**config.mk**
```make
export PLATFORM = sky130hd
export DESIGN_NAME = ads41_tx_emulator
export DESIGN_NICKNAME = d
export VERILOG_FILES = /design/src/rtl/ads41_tx_pkg.sv /design/src/rtl/ads41_tx_oddr_lane.sv /design/src/rtl/ads41_tx_emulator.sv
export SDC_FILE = /design/constraint.sdc
export NUM_CORES = 1
export LEC_CHECK = 0
export CAP_MARGIN = 20
export CORE_AREA = 2 2 101 142
export DETAILED_ROUTE_END_ITERATION = 10
export DIE_AREA = 0 0 103 144
export PLACE_DENSITY_LB_ADDON = 0.1
export SYNTH_ARGS = -nofsm -noshare
export SYNTH_HDL_FRONTEND = slang
export SYNTH_SLANG_ARGS = --single-unit
```
**constraint.sdc**
```tcl
create_clock -name clk -period 2.01 [get_ports clk]
set_input_delay 0.402 -clock clk [delete_from_list [all_inputs] [get_ports clk]]
set_output_delay 0.402 -clock clk [all_outputs]
set_load 0.01 [all_outputs]
```
**src/rtl/ads41_tx_pkg.sv**
```systemverilog
// Shared definitions for the ADS41 DDR-LVDS transmitter emulator:
// source-mode encodings, FSM states, PRBS15 generator constants and
// the default training word.
package ads41_tx_pkg;

  typedef enum logic [2:0] {
    MODE_USER   = 3'd0,
    MODE_RAMP   = 3'd1,
    MODE_CONST  = 3'd2,
    MODE_TOGGLE = 3'd3,
    MODE_PRBS   = 3'd4
  } mode_t;

  typedef enum logic [1:0] {
    ST_IDLE  = 2'd0,
    ST_TRAIN = 2'd1,
    ST_RUN   = 2'd2
  } state_t;

  // PRBS15, x^15 + x^14 + 1, shifted towards the MSB with the new bit at bit 0.
  localparam int                  PRBS_LEN    = 15;
  localparam int                  PRBS_TAP_HI = 14;
  localparam int                  PRBS_TAP_LO = 13;
  localparam logic [PRBS_LEN-1:0] PRBS_SEED   = '1;

  localparam logic [11:0] DEFAULT_TRAIN_PATTERN = 12'hA5C;

  function automatic logic [PRBS_LEN-1:0] prbs15_step(input logic [PRBS_LEN-1:0] s);
    return {s[PRBS_LEN-2:0], s[PRBS_TAP_HI] ^ s[PRBS_TAP_LO]};
  endfunction

endpackage

```
**src/rtl/ads41_tx_oddr_lane.sv**
```systemverilog
// One DDR output lane: an ODDR (both halves captured on the rising edge,
// "same edge" style) followed by a differential output buffer.
// Ports:
//   clk, rst  - line clock, synchronous active-high reset
//   rise      - value driven while clk is high
//   fall      - value driven while clk is low
//   p, n      - differential pad pair
module ads41_tx_oddr_lane (
  input  logic clk,
  input  logic rst,
  input  logic rise,
  input  logic fall,
  output logic p,
  output logic n
);

  logic rise_reg;
  logic fall_reg;
  logic q;

  always_ff @(posedge clk) begin
    if (rst) begin
      rise_reg <= 1'b0;
      fall_reg <= 1'b0;
    end else begin
      rise_reg <= rise;
      fall_reg <= fall;
    end
  end

  // Behavioural DDR output mux: the clock itself selects the half.
  assign q = clk ? rise_reg : fall_reg;
  assign p = q;
  assign n = ~q;

endmodule

```
**src/rtl/ads41_tx_emulator.sv**
```systemverilog
// ADS41 DDR-LVDS transmitter emulator. Produces the converter's pin-level
// stream (half-width DDR data, forwarded clock, overrange) from a user
// stream or built-in pattern generators, preceded by a training burst.
// Ports:
//   clk, rst           - sample/line clock, synchronous active-high reset
//   enable             - 1 = train then run, 0 = idle
//   mode               - 0 user, 1 ramp, 2 const, 3 toggle, 4 PRBS15, 5-7 const
//   const_val          - constant word for mode 2/5/6/7
//   s_data/s_ovr/s_valid/s_ready - user sample stream (valid/ready)
//   training           - high while the training burst is being generated
//   underflow_cnt      - saturating count of starved user-mode cycles
//   clear_underflow    - synchronous clear, wins over an increment
//   dclk_p/dclk_n      - forwarded DDR clock
//   d_p/d_n            - DDR data lanes (bit 2k on clock high, 2k+1 on low)
//   ovr                - overrange, single-ended
module ads41_tx_emulator
  import ads41_tx_pkg::*;
#(
  parameter int               NBITS         = 12,
  parameter int               TRAIN_CYCLES  = 64,
  parameter logic [NBITS-1:0] TRAIN_PATTERN = NBITS'(DEFAULT_TRAIN_PATTERN),
  parameter int               UF_WIDTH      = 16
) (
  input  logic                 clk,
  input  logic                 rst,
  input  logic                 enable,
  input  logic [2:0]           mode,
  input  logic [NBITS-1:0]     const_val,
  input  logic [NBITS-1:0]     s_data,
  input  logic                 s_ovr,
  input  logic                 s_valid,
  output logic                 s_ready,
  output logic                 training,
  output logic [UF_WIDTH-1:0]  underflow_cnt,
  input  logic                 clear_underflow,
  output logic                 dclk_p,
  output logic                 dclk_n,
  output logic [NBITS/2-1:0]   d_p,
  output logic [NBITS/2-1:0]   d_n,
  output logic                 ovr
);

  localparam int             LANES      = NBITS / 2;
  localparam int             TCW        = $clog2(TRAIN_CYCLES);
  localparam logic [TCW-1:0] TRAIN_LAST = TCW'(TRAIN_CYCLES - 1);

  state_t              state_reg, state_next;
  logic [TCW-1:0]      train_cnt_reg;
  logic [NBITS-1:0]    ramp_reg;
  logic [PRBS_LEN-1:0] prbs_reg;
  logic [NBITS-1:0]    sample_reg, sample_next;
  logic                ovr_reg, ovr_next;
  logic                clk_en_reg, clk_en_next;
  logic                ovr_pin_reg;
  logic [UF_WIDTH-1:0] underflow_reg;
  logic                underflow_inc;
  logic [NBITS-1:0]    alt_word;

  // Alternating-bit word with the MSB side set: 0xAAA for 12 bits.
  generate
    for (genvar gi = 0; gi < NBITS; gi++) begin : g_alt
      assign alt_word[gi] = 1'(gi % 2);
    end
  endgenerate

  always_comb begin
    state_next = state_reg;
    case (state_reg)
      ST_IDLE:  if (enable) state_next = ST_TRAIN;
      ST_TRAIN: begin
        if (!enable)                       state_next = ST_IDLE;
        else if (train_cnt_reg == TRAIN_LAST) state_next = ST_RUN;
      end
      ST_RUN:   if (!enable) state_next = ST_IDLE;
      default:  state_next = ST_IDLE;
    endcase
  end

  // Source mux. Dropping enable forces a zero sample and gated clock in the
  // same cycle, ahead of the state register catching up.
  always_comb begin
    s_ready       = 1'b0;
    sample_next   = '0;
    ovr_next      = 1'b0;
    clk_en_next   = 1'b0;
    underflow_inc = 1'b0;
    if (enable) begin
      case (state_reg)
        ST_TRAIN: begin
          clk_en_next = 1'b1;
          sample_next = train_cnt_reg[0] ? ~TRAIN_PATTERN : TRAIN_PATTERN;
        end
        ST_RUN: begin
          clk_en_next = 1'b1;
          case (mode)
            MODE_USER: begin
              s_ready = 1'b1;
              if (s_valid) begin
                sample_next = s_data;
                ovr_next    = s_ovr;
              end else begin
                // Starved: hold the word currently in flight.
                sample_next   = sample_reg;
                underflow_inc = 1'b1;
              end
            end
            MODE_RAMP:   sample_next = ramp_reg;
            MODE_TOGGLE: sample_next = ramp_reg[0] ? ~alt_word : alt_word;
            MODE_PRBS:   sample_next = NBITS'(prbs_reg);
            default:     sample_next = const_val;
          endcase
        end
        default: ;
      endcase
    end
  end

  always_ff @(posedge clk) begin
    if (rst) begin
      state_reg     <= ST_IDLE;
      train_cnt_reg <= '0;
      ramp_reg      <= '0;
      prbs_reg      <= PRBS_SEED;
      sample_reg    <= '0;
      ovr_reg       <= 1'b0;
      clk_en_reg    <= 1'b0;
      ovr_pin_reg   <= 1'b0;
      underflow_reg <= '0;
    end else begin
      state_reg     <= state_next;
      train_cnt_reg <= (state_reg == ST_TRAIN && state_next == ST_TRAIN)
                       ? train_cnt_reg + TCW'(1) : '0;
      // Generators hold their start value outside RUN so every RUN entry
      // begins at ramp 0 / PRBS seed; ramp bit 0 also phases the toggle.
      ramp_reg      <= (state_reg == ST_RUN) ? ramp_reg + NBITS'(1) : '0;
      prbs_reg      <= (state_reg == ST_RUN) ? prbs15_step(prbs_reg) : PRBS_SEED;
      sample_reg    <= sample_next;
      ovr_reg       <= ovr_next;
      clk_en_reg    <= clk_en_next;
      // ODDR with identical halves reduces to a plain register.
      ovr_pin_reg   <= ovr_reg;
      if (clear_underflow)
        underflow_reg <= '0;
      else if (underflow_inc && underflow_reg != '1)
        underflow_reg <= underflow_reg + UF_WIDTH'(1);
    end
  end

  assign training      = (state_reg == ST_TRAIN);
  assign underflow_cnt = underflow_reg;
  assign ovr           = ovr_pin_reg;

  generate
    for (genvar gi = 0; gi < LANES; gi++) begin : g_lane
      ads41_tx_oddr_lane u_lane (
        .clk  (clk),
        .rst  (rst),
        .rise (sample_reg[2*gi]),
        .fall (sample_reg[2*gi+1]),
        .p    (d_p[gi]),
        .n    (d_n[gi])
      );
    end
  endgenerate

  // Forwarded clock: D1=1, D2=0 while running, gated low otherwise.
  ads41_tx_oddr_lane u_dclk (
    .clk  (clk),
    .rst  (rst),
    .rise (clk_en_reg),
    .fall (1'b0),
    .p    (dclk_p),
    .n    (dclk_n)
  );

endmodule

```
==> out/metrics.csv <==
stage,metric,value,unit
route,via/cell ratio,4.68,
logic_synthesis,mux share of post-synthesis cell area,6.17,%
hold_path,Worst Hold Class,reg2reg,
final_layout,nets,571,
final_layout,Largest register FFs,16,
route,Wirelength per Cell,14.4,µm
clock_tree,later-pin clock latency in the skew report,450,ps
run_status,failing checks,setup timing,
logic_synthesis,adder-cell share of the synthesized area,2.60,%
pwr,total power,4.31,mW
logic_synthesis,Netlist cell types,54,
logic_synthesis,Simple-Gate Fraction of Synth Area,25.5,%
critical_path,largest fanout on the critical path,4,
logic_synthesis,Synth top cells by count,"79 x dfxtp_1, 35 x nor2_1, 28 x nand2_1",
critical_path,required time worst endpoint,1610,ps
logic_synthesis,Post-synth EDFFs,0,
critical_path,Buf/Inv on CP,5,
logic_synthesis,Synth Area in Compound Gates,14.1,%
pwr,worst vdd ir,0.000447,V
pwr,Leak,2.15,nW
critical_path,critical path class,clk2out,
logic_synthesis,Yosys top cell area share,42.1,%
placed_design,PortBufs,65,
final_layout,layout cells sized above 1,22.9,%
logic_synthesis,Syn Inst Count,424,
placed_design,placed standard-cell area,4740,µm²
route,via count,3382,
timing,endpoints failing hold,0,
timing,RSZ-0062 raised after global routing,true,
logic_synthesis,Yosys reg bits,79,
global_routing,initial antenna violation count,0,
critical_path,"most used cell, CP",clkbuf_16,
timing,Hold WS,415,ps
timing,worst-margin pin slew,323,ps
critical_path,Top delay family on crit path,buffers and inverters,
logic_synthesis,post-synthesis xor/xnor area fraction,3.27,%
logic_synthesis,sequential fraction of the synthesis area,42.1,%
final_layout,P&R area growth vs syn,51.4,%
route,drt drc,0,
logic_synthesis,Syn Nets,464,
floorplan,Die Span X,103,µm
final_layout,"Cell Count, Final, Fillers Out",722,
final_layout,Final Util,41.6,%
route,Post-Route WL,10400,µm
final_layout,post-route cell area,5680,µm²
critical_path,CP endpoint kind,primary output,
critical_path,crit-path cells,clkbuf_16 > clkbuf_16 > mux2i_4 > clkbuf_16 > inv_4 > buf_6,
critical_path,Worst Setup Start Kind,clock port,
logic_synthesis,async set-reset flop share out of synthesis,0,%
timing,Final Slew Violations,0,
global_routing,total gr overflow,0,
global_routing,vias in the first global route,3603,
route,Iter 0 DRT Violations,101,
floorplan,core area,13700,µm²
timing,Final TNS setup,-2020,ps
global_routing,total track usage,15.0,%
floorplan,Ports,66,
logic_synthesis,synthesized area,3750,µm²
timing,Slew HR,78.3,%
logic_synthesis,YS warnings,0,
placed_design,DPL Wire Length,7240,µm
placed_design,DP Worst Slack,-561,ps
floorplan,Initial Util,27.5,%
critical_path,slowest CP cell,mux2i_4,
timing,fin worst setup slack,-177,ps
floorplan,Die Footprint,14800,µm²
global_routing,largest net degree at the start of global routing,32,
clock_tree,"CTS clk-pin slew, worst paths",60,ps
logic_synthesis,largest family of logic cells by synthesized area,simple AND/OR/NAND/NOR gates,
logic_synthesis,Syn Area/Cell,8.85,µm²
placed_design,dpl cells,680,
final_layout,Antenna diodes,0,
timing,clk_skew,7.45,ps
logic_synthesis,ranking of synthesized cells by area,"dfxtp_1 42%, mux2i_1 5.9%, nor2_1 3.5%, o31ai_1 3.4%, o21ai_0 3.2%",
pwr,Pwr Density,759,nW/µm²
global_routing,global-route wire length before repair,16600,µm
timing,Final Setup Violations,15,
route,antenna-violating nets left,0,
critical_path,CP peak stage delay,200,ps
critical_path,CP arrival,1780,ps
logic_synthesis,Synth area leader,dfxtp_1,
clock_tree,TritonCTS clock tree,done,
floorplan,Die Span Y,144,µm
floorplan,FP Rows,51,
run_status,status,"complete, but fails checks",
logic_synthesis,top-count cell post-synth,dfxtp_1,
job,maxcap violations,0,
route,drt pass-1 iters,4,
placed_design,Final GP Congestion,0.807,
logic_synthesis,Post-synth top flop,dfxtp_1,
-- logic make-up after synthesis --
family | count (synthesis)
buffers and inverters | 45
multiplexers | 23
AND/OR/NAND/NOR | 172
XOR/XNOR | 14
flip-flops | 79
AO/OA/AOI/OAI | 83
adder cells (fa/ha/maj) | 8
-- path summary, 6_finish.rpt --
check                                  start                end  slack, ps  cells past startpoint
worst max-delay path                     clk             d_p[3]       -180                      6
worst min-delay path            prbs_reg[12]       prbs_reg[13]        410                      1
worst max register to register  state_reg[1]  underflow_cnt[15]        110                      6
worst min register to register  prbs_reg[12]       prbs_reg[13]        410                      1
-- timing repair --
action	4_1_cts	5_1_grt
hold buffers	0	0
pin swaps	5	3
cloned	0	1
setup endpoints to repair	28	29
gates resized for setup	126	12
buffers inserted	11	3
hold endpoints to repair	0	0
-- cells in the final DEF, fill, tap and decap left out, types with 3 or more instances in the layout --
master,count
a21boi_0,3
a21oi_1,17
and3_1,5
buf_4,36
buf_6,23
clkbuf_16,21
clkdlybuf4s50_1,48
dfxtp_1,78
ha_1,5
inv_1,8
inv_2,3
inv_4,6
mux2i_1,16
mux2i_4,6
nand2_1,27
nand2b_1,18
nand3_1,15
nand3b_1,11
nand4_1,9
nor2_1,34
nor2b_1,17
nor3_1,5
nor4_1,4
o211ai_1,3
o21ai_0,24
o31ai_1,17
or3_1,7
or4_1,6
xnor2_1,11
xor2_1,3
-- power breakdown --
part / total (mW) / switching, mW / internal [mW] / leakage, nW
Sequential: 1.58 / 0.00503 / 1.57 / 0.637
Combinational: 0.291 / 0.142 / 0.150 / 0.998
Clock: 2.45 / 0.916 / 1.53 / 0.511
Total: 4.31 / 1.06 / 3.25 / 2.15
-- cell type report --
class	instances	area, µm²
inverter	9	33.8
timing repair buffer	92	875
clock inverter	14	114
multi-input combinational	300	2080
tap	185	231
fill	1411	7970
sequential	79	1580
clock buffer	43	766
-- per-layer routing --
layer	routed length, µm	vias up	track usage [%]	share of wire (%)
li1	-	1712	-	-
met1	4380	1566	16.9	42
met2	5300	80	22.9	51
met3	435	24	5.61	4.2
met4	270	0	10.8	2.6
met5	0	-	0	0
Power figures use the tool's default switching activity.
